**src/rtl/ram2e_phase_sync.sv**
```systemverilog
// ram2e_phase_sync: PHI1 phase tracker for the RAM2E DRAM controller.
// Samples PHI1 in the C14M domain and produces the 6502-cycle state counter S,
// a PHI1-rise strobe, a refresh-slot enable and a lock qualifier.
// Optional build macro RAM2E_PHI1_FILTER_EN adds a two-flop synchronizer and a
// 2-sample agreement filter in front of rise detection (3-edge extra latency).
module ram2e_phase_sync #(
    parameter int LOCK_COUNT = 3,
    parameter int REF_PERIOD = 13,
    parameter int NORM_LEN   = 14,
    parameter int LONG_LEN   = 16,
    parameter int TIMEOUT    = 31
) (
    input  logic       C14M,
    input  logic       nRST,
    input  logic       PHI1,
    output logic [3:0] S,
    output logic       PHI1R,
    output logic       LOCKED,
    output logic       REFEN,
    output logic       LONGCYC,
    output logic       PERR
);

    typedef enum logic [1:0] {HUNT, ACQ, LOCK} state_t;

    localparam logic [4:0] NORM_C   = 5'(NORM_LEN);
    localparam logic [4:0] LONG_C   = 5'(LONG_LEN);
    localparam logic [4:0] TO_C     = 5'(TIMEOUT);
    localparam logic [2:0] LOCK_C   = 3'(LOCK_COUNT);
    localparam logic [3:0] REF_LAST = 4'(REF_PERIOD - 1);

    state_t     state;
    logic       phi_lvl;
    logic       phi1s;
    logic       phi0seen;
    logic [4:0] c;
    logic [2:0] good_cnt;
    logic [3:0] ref_cnt;
    logic       rise;
    logic       good;
    logic       timeout;
    logic       leave;

`ifdef RAM2E_PHI1_FILTER_EN
    logic sync1, sync2, phi_flt;

    // Synchronize PHI1, then only move the filtered level once two
    // consecutive synchronized samples agree (swallows 1-tick glitches).
    always_ff @(posedge C14M or negedge nRST) begin
        if (!nRST) begin
            sync1   <= 1'b0;
            sync2   <= 1'b0;
            phi_flt <= 1'b0;
        end else begin
            sync1 <= PHI1;
            sync2 <= sync1;
            if (sync1 == sync2) phi_flt <= sync2;
        end
    end

    assign phi_lvl = phi_flt;
`else
    assign phi_lvl = PHI1;
`endif

    // A rise needs a previously seen low level, so a bus that powers up high
    // (or comes back after a timeout while high) is not mistaken for a rise.
    assign rise    = phi_lvl & ~phi1s & phi0seen;
    assign good    = (c == NORM_C) || (c == LONG_C);
    assign timeout = (state != HUNT) && !rise && (c >= TO_C);
    assign leave   = LOCKED && (timeout || (rise && !good));

    // Input sampling, state counter S, period counter C and rise-side outputs.
    always_ff @(posedge C14M or negedge nRST) begin
        if (!nRST) begin
            phi1s    <= 1'b0;
            phi0seen <= 1'b0;
            S        <= 4'd0;
            c        <= 5'd0;
            PHI1R    <= 1'b0;
            LONGCYC  <= 1'b0;
        end else begin
            phi1s <= phi_lvl;
            if (timeout)      phi0seen <= 1'b0;
            else if (!phi_lvl) phi0seen <= 1'b1;
            PHI1R <= rise;
            if (rise) begin
                S       <= 4'd1;
                c       <= 5'd1;
                LONGCYC <= (c == LONG_C);
            end else begin
                if (S != 4'd0 && S != 4'd15) S <= S + 4'd1;
                if (c != 5'd31)              c <= c + 5'd1;
            end
        end
    end

    // Lock FSM: judge each period at the rise, drop to HUNT on a dead bus.
    always_ff @(posedge C14M or negedge nRST) begin
        if (!nRST) begin
            state    <= HUNT;
            good_cnt <= 3'd0;
            LOCKED   <= 1'b0;
            PERR     <= 1'b0;
        end else begin
            case (state)
                HUNT: begin
                    if (rise) begin
                        state    <= ACQ;
                        good_cnt <= 3'd0;
                    end
                end
                ACQ: begin
                    if (timeout) begin
                        state  <= HUNT;
                        LOCKED <= 1'b0;
                    end else if (rise) begin
                        if (!good) begin
                            good_cnt <= 3'd0;
                        end else if (good_cnt + 3'd1 == LOCK_C) begin
                            state    <= LOCK;
                            LOCKED   <= 1'b1;
                            good_cnt <= 3'd0;
                        end else begin
                            good_cnt <= good_cnt + 3'd1;
                        end
                    end
                end
                LOCK: begin
                    if (timeout) begin
                        state  <= HUNT;
                        LOCKED <= 1'b0;
                    end else if (rise && !good) begin
                        state    <= ACQ;
                        LOCKED   <= 1'b0;
                        good_cnt <= 3'd0;
                        PERR     <= 1'b1;
                    end
                end
                default: begin
                    state  <= HUNT;
                    LOCKED <= 1'b0;
                end
            endcase
        end
    end

    // Refresh slot: step once per locked 6502 cycle (the edge after S==1) and
    // hold REFEN for the whole cycle; restart the slot count on loss of lock.
    always_ff @(posedge C14M or negedge nRST) begin
        if (!nRST) begin
            ref_cnt <= 4'd0;
            REFEN   <= 1'b0;
        end else if (leave) begin
            ref_cnt <= 4'd0;
            REFEN   <= 1'b0;
        end else if (LOCKED && S == 4'd1) begin
            REFEN   <= (ref_cnt == 4'd0);
            ref_cnt <= (ref_cnt == REF_LAST) ? 4'd0 : ref_cnt + 4'd1;
        end
    end

endmodule

```
**config.mk**
```make
export PLATFORM = sky130hd
export DESIGN_NAME = ram2e_phase_sync
export DESIGN_NICKNAME = d
export VERILOG_FILES = /design/src/rtl/ram2e_phase_sync.sv
export SDC_FILE = /design/constraint.sdc
export NUM_CORES = 1
export LEC_CHECK = 0
export ABC_AREA = 0
export BUFFER_PORTS_ARGS = -buffer_cell sky130_fd_sc_hd__buf_2
export CAP_MARGIN = 25
export CORE_MARGIN = 1
export CORE_UTILIZATION = 60
export DETAILED_ROUTE_END_ITERATION = 16
export PLACE_DENSITY = 0.84
export SYNTH_ARGS = -nofsm -noshare
export SYNTH_HDL_FRONTEND = slang
export SYNTH_SLANG_ARGS = --single-unit
```
**constraint.sdc**
```tcl
create_clock -name C14M -period 3.4 [get_ports C14M]
set_input_delay 0.51 -clock C14M [delete_from_list [all_inputs] [get_ports C14M]]
set_output_delay 0.51 -clock C14M [all_outputs]
set_load 0.02 [all_outputs]
```
======== Word-level counts from Yosys, hierarchy flattened ========
Cells that the tools add are included.
word-level totals
  register bits after elaboration ......... 25
  latch bits .............................. 0
  RAM bits ................................ 0
  bits in read-only memories .............. 0
  input bits .............................. 3
  logic and storage cells ................. 97
  memories kept ........................... 0
cells by class
  add/sub/neg operators ................... 4
  $mul .................................... 0
  div/mod/pow operators ................... 0
  magnitude comparators ................... 1
  equality and inequality tests ........... 19
  shifts and indexed selects .............. 0
  muxes and demuxes ....................... 34
  bitwise operators ....................... 5
  reduce and logical (&&, ||, !) cells .... 22
operator list
  cell                                                       count
  2-to-1 mux 3 bit                                           7
  2-to-1 mux 4 bit                                           5
  2-to-1 mux 2 bit                                           7
  != test 3 bit (second input constant)                      4
  2-to-1 mux 1 bit                                           10
  2-to-1 mux 5 bit                                           2
  != test 2 bit (second input constant)                      5
  AND reduction 5 bit                                        2
  one-hot mux 3 bit (3 select lines)                         1
  adder 4 x 1 -> 4 bit (second input constant)               2
  nonzero test 2 bit                                         4
  logical AND 1 bit                                          6
  one-hot mux 2 bit (3 select lines)                         1
  AND reduction 6 bit                                        1
  adder 5 x 1 -> 5 bit (second input constant)               1
  == test 5 x 4 -> 1 bit (second input constant)             1
  == test 5 bit (second input constant)                      1
  greater-or-equal comparator 5 bit (second input constant)  1
  != test 5 bit (second input constant)                      1
  == test 4 x 1 -> 1 bit (second input constant)             1
  == test 4 bit (second input constant)                      1
  zero test 4 bit                                            1
  != test 4 bit (second input constant)                      1
  nonzero test 4 bit                                         1
  13 further kinds                                           18

======== Longest topological paths before layout ========
Gate-level depths: netlist (run 1).
  depth after elaboration ................. 9
  mapped depth ............................ 8
  depth with buffers taken out ............ 7

======== Least setup slack after synthesis (run 1) ========
OpenSTA, ideal clock, no wires.
  kind .................................... reg-to-reg
  start point ............................. register c[1]
  end point ............................... register REFEN
  arrival ................................. 1696 ps
  data required time ...................... 3267 ps
  setup slack ............................. 1571 ps
  cell stages (with the launch flop) ...... 9
  path buffers ............................ 1
  cell sequence ........................... dfrtp_1 ha_1 and3_2 ha_1 clkbuf_1 a31o_2 o21ai_0 o22ai_1 nor2_1
between the ends
  longest elaborated chain between the ends .. 7
ends and longest elaborated chain
  item                                                                                       RTL line  RTL
  start, declared                                                                            36        logic [4:0] c;
  start signal, assigned                                                                     93        if (c != 5'd31) c <= c + 5'd1;
  parallel branches: the longest is 4 deep, another holds greater-or-equal comparator 5 bit  -
  logical OR 1 bit *                                                                         71        assign leave = LOCKED && (timeout || (rise && !good));
  logical AND 1 bit *                                                                        71
  2-to-1 mux 1 bit / nonzero test 2 bit (equally long branches)                              -
  end signal, assigned                                                                       158       REFEN <= (ref_cnt == 4'd0);
  end, declared                                                                              19        output logic REFEN,
Every way passes the cells marked *.
A chain may end at the register's enable or synchronous reset.

======== Worst setup path after layout (run 1) ========
  start point ............................. register c[1]
  end point ............................... register ref_cnt[0]
between the ends
  longest elaborated chain between the ends .. 7
ends and longest elaborated chain
  item                                                                                       RTL line  RTL
  parallel branches: the longest is 4 deep, another holds greater-or-equal comparator 5 bit  -
  logical OR 1 bit *                                                                         71
  logical AND 1 bit *                                                                        71
  2-to-1 mux 4 bit / nonzero test 2 bit (equally long branches)                              -
  end signal, assigned                                                                       159       ref_cnt <= (ref_cnt == REF_LAST) ? 4'd0 : ref_cnt + 4'd1;
  end, declared                                                                              38        logic [3:0] ref_cnt;
Marks and branches as above.

==> impl_results.md, run 1 <==
- Status: completed
- Post-DP HPWL: 1850 um
- CTS resizes: 0
- Wire length per cell: 13.2 um
- Die area: 2590 um^2
- Post-synth top cells: dfrtp_1 (25), nand2_1 (16), a21oi_1 (14), nor2_1 (13)
- Max FO, Critical Path: 6
- Vias in the first global route: 986
- Count of cell types in the netlist: 39
- Crit. End Element: flop
- Total GRT Usage: 22.2%
- Synthesis-to-layout area growth: 6.63%
- Max Cap Viol: 0
- Cells after Synth: 145
- # fillers: 177
- Min Tclk post-route: 1.98 ns
- FFs w/ async S/R, synth: 100%
- # rows: 17
- Kind of critical path: flop to flop
- Root Driver: clkbuf_4
- Sequential fraction of the synthesis area: 43.6%
- Vias/cell: 5.78
- Multi-input gate area: 746 um^2
- Max-slew violation count: 0
- Synth Warn #: 0
- Dpl cells: 181
- Post-Route WL: 2450 um
- IO buf count: 11
- Reg area: 626 um^2
- R2R Setup Slk: 1.42 ns
- CTS Sinks: 25
- Post-synth top area share: 43.6%
- Hold/Removal Path Class: primary input to async pin
- Grt ovf: 0
- Post-synthesis cell area: 1430 um^2
- Die height: 50.9 um
- RD Place Congestion: 0.731
- Final nets: 172
- Non-Filler Instances: 185
- CTS tree: yes
- Hold_buf cts: 0
- I/O Pins: 12
- Initial antenna violation count: 0
- Die width: 50.9 um
- Critical path arrival: 2.18 ns
- Post-CTS setup buffers: 0
- Pwr Density: 611 nW/um^2
- Effective utilization at floorplan: 64.2%
- Peak supply drop: 0.463 mV
- Clock-pin slew on the worst setup and hold paths: 0.12 ns
- DR vias: 1,070
- Share of cells above drive strength 1: 15.3%
- Relative slew slack: 65.6%
- Clock share of power: 13.4%
- Combinational Power Share: 38.8%
- Worst Skew: 0.00366 ns
- # diodes: 0
- Drt pass-1 iters: 4
- Seq cells post-synth: 25
- Clock buffer depth: 2
- Cell leakage power: 0.776 nW
- Num CTS Buffers: 3
- Sw power: 0.000377 W
- Fin crit share: 58.3%
- Int Power: 0.000556 W
- Worst Max-Slew Pin Slew: 0.516 ns
- Initial drt markers: 31
- Final hold slack: 0.157 ns
- Biggest area consumer among synthesized cells: dfrtp_1
- Clock Latency Late Sink: 0.31 ns
- DRC violations left: 0
- Final hold violations: 0
- Core box area: 2230 um^2
- EDFF count, synth: 0
- Sequential Power Share: 47.8%
- FMAX: 0.504 GHz
- Critical Path Source Type: flop
- Worst path required time: 3.59 ns
- Switching part of the total: 40.4%
- First-pass GRT wire length: 4250 um
- Count leader, synth: dfrtp_1
- Syn Area/Cell: 9.89 um^2
- Final setup viols: 0
- Synth top area cells: dfrtp_1 (44%), ha_1 (9.6%), a21oi_1 (4.9%)
- Largest net degree at the start of global routing: 26
- Pwr Total: 0.000934 W
- H-tree levels: 1
- Routed Antenna Nets: 0
- Sum of negative setup slack: 0 ns
- Synth Flop Type: dfrtp_1
- RSZ-0062 raised after global routing: no
- Syn nets: 159
[worst max-delay path, stage by stage (launching register included)]
cell and delay, ns:
dfrtp_1 0.45, ha_1 0.18, and3_2 0.16, ha_1 0.29, a31o_2 0.20, o21ai_0 0.12
o22ai_1 0.38, nor2_1 0.10
[cells by family (layout without fill, tap and decap cells)]
group	after synthesis	count (layout)	share of synthesized area, %
buffers and inverters	14	26	4.36
AND/OR/NAND/NOR	48	48	19.5
flip-flops	25	25	43.6
adder cells (fa/ha/maj)	11	11	9.60
XOR/XNOR	7	7	4.28
AO/OA/AOI/OAI	38	38	17.2
multiplexers	2	2	1.40
[flip-flops by register name, indices dropped and copies added (netlist names), 2 cells and up]
signal    count
c             5
S             4
ref_cnt       4
good_cnt      3
state         2
[power groups by stage]
stage,Sequential [W],Combinational [W],Clock (W)
finish,0.000446,0.000362,0.000125
CTS,0.000444,0.000364,0.000128
global placement,0.000442,0.000342,0
floorplan,0.000469,0.000238,0
detailed placement,0.000451,0.000361,0
global route,0.000455,0.000409,0.000137
[path summary, 6_finish.rpt]
check / from / end / cells after the start
max in group asynchronous: nRST / LONGCYC / 1
max: c[1] / ref_cnt[0] / 7
max reg2reg: c[1] / ref_cnt[0] / 7
min: nRST / c[2] / 1
min reg2reg: PERR / PERR / 1
min in group C14M: PHI1 / phi1s / 1
[area by class of cell]
type	count	share of cell area, %
multi-input cells	106	48.8
flip-flops and latches	25	40.9
repair buffers	11	3.60
inverters	11	2.70
well taps	28	2.29
clock buffers	4	1.72
[cells in the final DEF (no fill, tap or decap), types with 4 or more instances in the layout]
cell type,netlist,layout
a21oi_1,14,14
buf_2,0,11
dfrtp_1,25,25
ha_1,11,11
inv_1,11,11
nand2_1,16,16
nor2_1,13,13
o21ai_0,9,9
xor2_1,4,4
[metal layers]
metal | track usage [%] | vias to the layer above | routed length (um)
li1 | - | 529 | -
met1 | 28.6 | 511 | 1140
met2 | 39.1 | 26 | 1220
met3 | 2.68 | 4 | 65
met4 | 6.94 | 0 | 25
met5 | 0 | - | 0
[through the flow]
step                utilization [%]  worst slack, ns  instance area, um^2
global route                   68.5             1.20                 1530
global placement               67.3             1.54                 1500
CTS                            68.5             1.39                 1530
finish                         68.5             1.42                 1530
detailed placement             67.3             1.42                 1500
floorplan                         -             1.57                 1430
(Power assumes the default switching activity.)
==> run 2, diff against run 1 <==
Settings changed: CORE_ASPECT_RATIO from default to 0.5, CORE_UTILIZATION 60 to 52, PLACE_DENSITY 0.84 to 0.78.
Clock period 3.4 ns to 1.6 ns, I/O delays scaled along.
==> run 2 against run 1 <==
Compared with the run above: count of clock-buffer cells in the layout stayed put; design area is 20% higher; die area is 15% higher; clock power grew to 3.0 times the previous value; hold slack worse by 0.029 ns; largest cell class unchanged; register-to-register slack worse by 1.5 ns; power is 150% higher; via count is 9.3% higher; the run now ends with DRC, setup timing left; sequential share of layout area is 6.7 points lower.
==> impl_results.md, run 2 (same netlist as run 1, synthesis figures left out) <==
- R2R Setup Slk: -0.09 ns (was 1.42 ns)
- Critical Path Source Type: flop (unchanged)
- Critical path origin: c[1] (unchanged)
- Min Tclk post-route: 1.69 ns (was 1.98 ns)
- Vias/cell: 5.42 (was 5.78)
- Num CTS Buffers: 3 (unchanged)
- Fin crit share: 106% (was 58.3%)
- Failing checks: DRC, setup timing
- CP cell instances: inv_1 > ha_4 > nand4bb_4 > a21oi_4 > or3b_4 > o21ai_2 > a22o_2 (was ha_1 > and3_2 > ha_1 > a31o_2 > o21ai_0 > o22ai_1 > nor2_1)
- Die width: 76.3 um (was 50.9 um)
- CTS tree: yes (unchanged)
- Cell leakage power: 0.904 nW (was 0.776 nW)
- Sum of negative setup slack: -0.300 ns (was 0 ns)
- Kind of critical path: flop to flop (unchanged)
- Grt ovf: 0 (unchanged)
- Wire length per cell: 13.8 um (was 13.2 um)
- Initial antenna violation count: 0 (unchanged)
- Post-Route WL: 2990 um (was 2450 um)
- Routed Antenna Nets: 0 (unchanged)
- Final hold slack: 0.128 ns (was 0.157 ns)
- Register with the most flip-flops: c (unchanged)
- Clock-pin slew on the worst setup and hold paths: 0.09 ns (was 0.12 ns)
- Hold/Removal Path Class: primary input to flop (was primary input to async pin)
- Commonest non-fill, non-tap cells in the layout: dfrtp_1 (24), buf_4 (21), nand2_1 (15) (was dfrtp_1 (25), nand2_1 (16), a21oi_1 (14))
- RSZ-0062 raised after global routing: yes (was no)
- # rows: 13 (was 17)
- Crit. End Element: flop (unchanged)
- DR vias: 1,170 (was 1,070)
- Die height: 39.1 um (was 50.9 um)
- Vias in the first global route: 1,018 (was 986)
- Multi-input gate area: 851 um^2 (was 746 um^2)
- Worst Slack Setup Final: -0.0907 ns (was 1.42 ns)
- Root Driver: clkbuf_8 (was clkbuf_4)
- Top Registers: c: 5 flops, S: 4 flops, ref_cnt: 4 flops (unchanged)
- Register-to-Register Path Depth: 7 (unchanged)
- Critical Path Max Stage Delay: 0.43 ns (was 0.45 ns)
- Final nets: 194 (was 172)
- Non-Filler Instances: 216 (was 185)
- Worst Max-Slew Pin Slew: 0.560 ns (was 0.516 ns)
- Max Cap Viol: 0 (unchanged)
- Final hold violations: 0 (unchanged)
- # fillers: 202 (was 177)
- IO buf count: 11 (unchanged)
- Dpl ws: -0.0863 ns (was 1.42 ns)
- Dpl cells: 208 (was 181)
- Initial drt markers: 64 (was 31)
- Share of cells above drive strength 1: 35.2% (was 15.3%)
- Largest register FFs: 5 (unchanged)
- I/O Pins: 12 (unchanged)
- Relative slew slack: 62.7% (was 65.6%)
- Reg area: 627 um^2 (was 626 um^2)
- Drt pass-1 iters: 10 (was 4)
- Critical path arrival: 1.91 ns (was 2.18 ns)
- Critical Path Slowest Stage Cell: dfrtp_1 (unchanged)
- Peak supply drop: 0.935 mV (was 0.463 mV)
- First-pass GRT wire length: 4670 um (was 4250 um)
- Pwr Total: 0.00230 W (was 0.000934 W)
- RD Place Congestion: 0.855 (was 0.731)
- Largest net degree at the start of global routing: 26 (unchanged)
- CTS Sinks: 25 (unchanged)
- Total GRT Usage: 21.3% (was 22.2%)
- Post-DP HPWL: 2060 um (was 1850 um)
- Clock buffer depth: 2 (unchanged)
- Die area: 2980 um^2 (was 2590 um^2)
- Synthesis-to-layout area growth: 27.8% (was 6.63%)
- Pwr Density: 1260 nW/um^2 (was 611 nW/um^2)
- # diodes: 0 (unchanged)
- Clock Latency Late Sink: 0.27 ns (was 0.31 ns)
- H-tree levels: 1 (unchanged)
- Crit path capture: good_cnt[0] (was ref_cnt[0])
- Worst Skew: 0.00548 ns (was 0.00366 ns)
- FMAX: 0.591 GHz (was 0.504 GHz)
- Max FO, Critical Path: 4 (was 6)
- Worst path required time: 1.81 ns (was 3.59 ns)
- DRC violations left: 2 (was 0)
- Final setup viols: 9 (was 0)
- Effective utilization at floorplan: 55.1% (was 64.2%)
- Commonest non-fill, non-tap cell in the layout: dfrtp_1 (unchanged)
- Max-slew violation count: 0 (unchanged)
- Status: finished with violations (was completed)
- R2R Path Start: c[1] (unchanged)
- RR Endpoint: good_cnt[0] (was ref_cnt[0])
- Core box area: 2600 um^2 (was 2230 um^2)
run 2: metrics by stage:
stage,cell area [um^2],utilization [%]
after floorplan,1470,-
after global placement,1680,64.5
after detailed placement,1680,64.5
after CTS,1770,67.9
after global routing,1830,70.4
final,1830,70.4
run 2: how the worst min path moves through the flow:
stage / startpoint / to / cells past startpoint
global placement: nRST / ref_cnt[3] / 1
CTS: PHI1 / phi1s / 1
global route: PHI1 / phi1s / 1
floorplan: nRST / LOCKED / 0
detailed placement: nRST / ref_cnt[3] / 1
finish: PHI1 / phi1s / 1
run 2: power breakdown:
group	switching, W	internal [W]	total, W
Sequential	0.000182	0.000769	0.000951
Clock	0.000193	0.000178	0.000371
Combinational	0.000519	0.000461	0.000980
run 2: critical path: cells and delay by family, from the launching register on:
family / cells / cell delay [ns]
simple gates: 2 / 0.54
fa+ha+maj: 1 / 0.15
flops: 1 / 0.43
buf+inv: 1 / 0.12
compound gates: 3 / 0.41
run 2: final cells by class:
class                   count  area share [%]
well taps                  37            2.53
repair buffers             33            12.2
clock buffers               4            2.46
inverters                  11            2.25
flip-flops and latches     25            34.2
multi-input cells         106            46.4
run 2: layer usage:
metal / vias to the layer above / global-route usage (%) / share of wire (%)
met5: - / 0 / 0
met4: 0 / 5.77 / 0.47
met3: 2 / 5.88 / 4.9
met2: 30 / 35.4 / 48
met1: 561 / 28.1 / 47
li1: 577 / - / -
run 2: repair_timing:
item	CTS	global route
hold buffers	1	0
endpoints found under the setup margin	10	14
setup buffers	3	0
hold endpoints to repair	25	0
pin swaps	2	2
gates resized for setup	5	14
==> run 3, diff against run 2 <==
Settings changed: CELL_PAD_IN_SITES_DETAIL_PLACEMENT from default to 0, CELL_PAD_IN_SITES_GLOBAL_PLACEMENT from default to 1, CORE_UTILIZATION 52 to 41.
==> run 3 against run 2 <==
Compared with the run above: the flow finishes with violations (setup timing); power increased by 0.25%; largest power group unchanged; first-iteration DRC count decreased by 84%; die area grew 26%.
==> impl_results.md, run 3 (same netlist as run 1, synthesis figures left out) <==
- # fillers: 276 (was 202)
- Final nets: 197 (was 194)
- Root Driver: clkbuf_8 (unchanged)
- Routed Antenna Nets: 0 (unchanged)
- Critical Path Source Type: flop (unchanged)
- WP buf/inv: 1 (unchanged)
- Largest register FFs: 5 (unchanged)
- Max Cap Viol: 0 (unchanged)
- Drt pass-1 iters: 4 (was 10)
- Sw power: 0.000887 W (was 0.000895 W)
- Worst path required time: 1.82 ns (was 1.81 ns)
- Post-Route WL: 2830 um (was 2990 um)
- CTS tree: yes (unchanged)
- RSZ-0062 raised after global routing: yes (unchanged)
- Clock share of power: 16.8% (was 16.1%)
- First-pass GRT wire length: 4950 um (was 4670 um)
- Switching part of the total: 38.4% (was 38.9%)
- Int Power: 0.00142 W (was 0.00141 W)
- Worst Max-Slew Pin Slew: 0.559 ns (was 0.560 ns)
- Min Tclk post-route: 1.68 ns (was 1.69 ns)
- Kind of critical path: flop to flop (unchanged)
- Die height: 43.8 um (was 39.1 um)
- DRC violations left: 0 (was 2)
- Clock buffer depth: 2 (unchanged)
- Initial drt markers: 10 (was 64)
- # rows: 14 (was 13)
- Max FO, Critical Path: 3 (was 4)
- Max-slew violation count: 0 (unchanged)
- Register with the most flip-flops: c (unchanged)
- FMAX: 0.595 GHz (was 0.591 GHz)
- Clock-pin slew on the worst setup and hold paths: 0.09 ns (about the same)
- Post-route cell area: 1880 um^2 (was 1830 um^2)
- Pwr Density: 1230 nW/um^2 (was 1260 nW/um^2)
- Hold/Removal Path Class: primary input to flop (unchanged)
- Worst path top cell family by delay: simple AND/OR/NAND/NOR gates (unchanged)
- Critical Path Slowest Stage Cell: dfrtp_1 (unchanged)
- Num CTS Buffers: 3 (unchanged)
- Worst Slack Setup Final: -0.0798 ns (was -0.0907 ns)
- Synthesis-to-layout area growth: 31.2% (was 27.8%)
- Commonest non-fill, non-tap cell in the layout: dfrtp_1 (unchanged)
- Crit. End Element: flop (unchanged)
- Die area: 3750 um^2 (was 2980 um^2)
- Clock Latency Late Sink: 0.27 ns (about the same)
- RD Place Congestion: 0.783 (was 0.855)
- I/O Pins: 12 (unchanged)
- H-tree levels: 1 (unchanged)
- Fin crit share: 105% (was 106%)
- Wire length per cell: 12.7 um (was 13.8 um)
- Share of cells above drive strength 1: 37.9% (was 35.2%)
- Vias in the first global route: 1,133 (was 1,018)
- Commonest non-fill, non-tap cells in the layout: dfrtp_1 (24), buf_4 (20), nand2_1 (15) (was dfrtp_1 (24), buf_4 (21), nand2_1 (15))
- Final setup viols: 4 (was 9)
- Top Registers: c: 5 flops, S: 4 flops, ref_cnt: 4 flops (unchanged)
- Dpl cell area: 1700 um^2 (was 1680 um^2)
- Initial antenna violation count: 0 (unchanged)
- Grt ovf: 0 (unchanged)
- Final hold violations: 0 (unchanged)
- CP cell instances: inv_2 > ha_4 > nand4b_4 > a21oi_4 > or3b_4 > o21ai_1 > a22o_2 (was inv_1 > ha_4 > nand4bb_4 > a21oi_4 > or3b_4 > o21ai_2 > a22o_2)
- Failing checks: setup timing (was DRC, setup timing)
- Worst Skew: 0.00222 ns (was 0.00548 ns)
- Core box area: 3150 um^2 (was 2600 um^2)
- DR vias: 1,160 (was 1,170)
- Vias/cell: 5.23 (was 5.42)
- Final core utilization: 59.7% (was 70.4%)
- Peak supply drop: 0.433 mV (was 0.935 mV)
- # diodes: 0 (unchanged)
- Critical path arrival: 1.90 ns (was 1.91 ns)
- Effective utilization at floorplan: 45.5% (was 55.1%)
- Die width: 85.6 um (was 76.3 um)
- IO buf count: 11 (unchanged)
- Dpl ws: -0.0735 ns (was -0.0863 ns)
- Pwr Total: 0.00231 W (was 0.00230 W)
- Status: finished with violations (unchanged)
- Total GRT Usage: 17.4% (was 21.3%)
- Sequential Power Share: 40.4% (was 41.3%)
- CTS Sinks: 25 (unchanged)
- Combinational Power Share: 42.8% (was 42.6%)
- Largest net degree at the start of global routing: 26 (unchanged)
- Cell leakage power: 0.913 nW (was 0.904 nW)
- Critical Path Max Stage Delay: 0.42 ns (was 0.43 ns)
- Post-DP HPWL: 2030 um (was 2060 um)
- Relative slew slack: 62.7% (about the same)
[run 3: cell types whose count changed in the layout (fill, tap and decap cells not counted), sizes merged]
cell / before / now
buf: 32 / 35
clkinvlp: 0 / 1
clkbuf: 4 / 3
[run 3: worst paths after layout]
kind	start	endpoint	slack (ns)	cells past startpoint
setup / recovery	c[0]	good_cnt[0]	-0.08	7
hold / removal	PHI1	phi1s	0.12	1
setup reg to reg	c[0]	good_cnt[0]	-0.08	7
hold reg to reg	LONGCYC	LONGCYC	0.48	2
max in group asynchronous	nRST	c[1]	0.72	2
min in group asynchronous	nRST	c[2]	0.48	2
[run 3: final cells by class]
cell class	instances	area, um^2	share of cell area [%]
clock buffers	3	41.3	2.19
clock inverters	1	7.51	0.399
inverters	11	41.3	2.19
multi-input cells	106	855	45.4
flip-flops and latches	25	627	33.3
well taps	40	50.0	2.66
repair buffers	36	260	13.8
[run 3: through the flow]
step | hold slack [ns] | setup TNS (ns) | instances
finish | 0.123 | -0.182 | 222
global route | 0.107 | -1.03 | 222
CTS | 0.116 | -0.222 | 221
detailed placement | 0.271 | -0.181 | 213
global placement | 0.272 | -0.0597 | 213
floorplan | -0.0556 | -0.365 | 145
[run 3: power groups by stage]
| stage | registers, W | logic [W] | clock network (W) |
|---|---|---|---|
| final | 0.000932 | 0.000989 | 0.000387 |
| after CTS | 0.000926 | 0.000965 | 0.000405 |
| after global placement | 0.000930 | 0.000895 | 0 |
| after global routing | 0.000955 | 0.00112 | 0.000430 |
| after detailed placement | 0.000937 | 0.000904 | 0 |
| after floorplan | 0.00100 | 0.000522 | 0 |
[run 3: per-layer routing]
| layer | share of wire, % | track usage (%) | vias to the layer above | routed length [um] |
|---|---|---|---|---|
| met5 | 0 | 0 | - | 0 |
| met4 | 0.64 | 5.67 | 0 | 18 |
| met3 | 2.3 | 5.14 | 2 | 66 |
| met2 | 47 | 29.0 | 13 | 1340 |
| met1 | 50 | 22.2 | 563 | 1410 |
| li1 | - | - | 582 | - |
[run 3: repair_timing]
| item | CTS | global route |
|---|---|---|
| gates resized for setup | 12 | 14 |
| setup buffers | 3 | 1 |
| pin swaps | 8 | 5 |
| hold endpoints to repair | 25 | 0 |
| hold buffers | 1 | 0 |
| setup endpoints to repair | 10 | 13 |
| gates cloned | 0 | 0 |
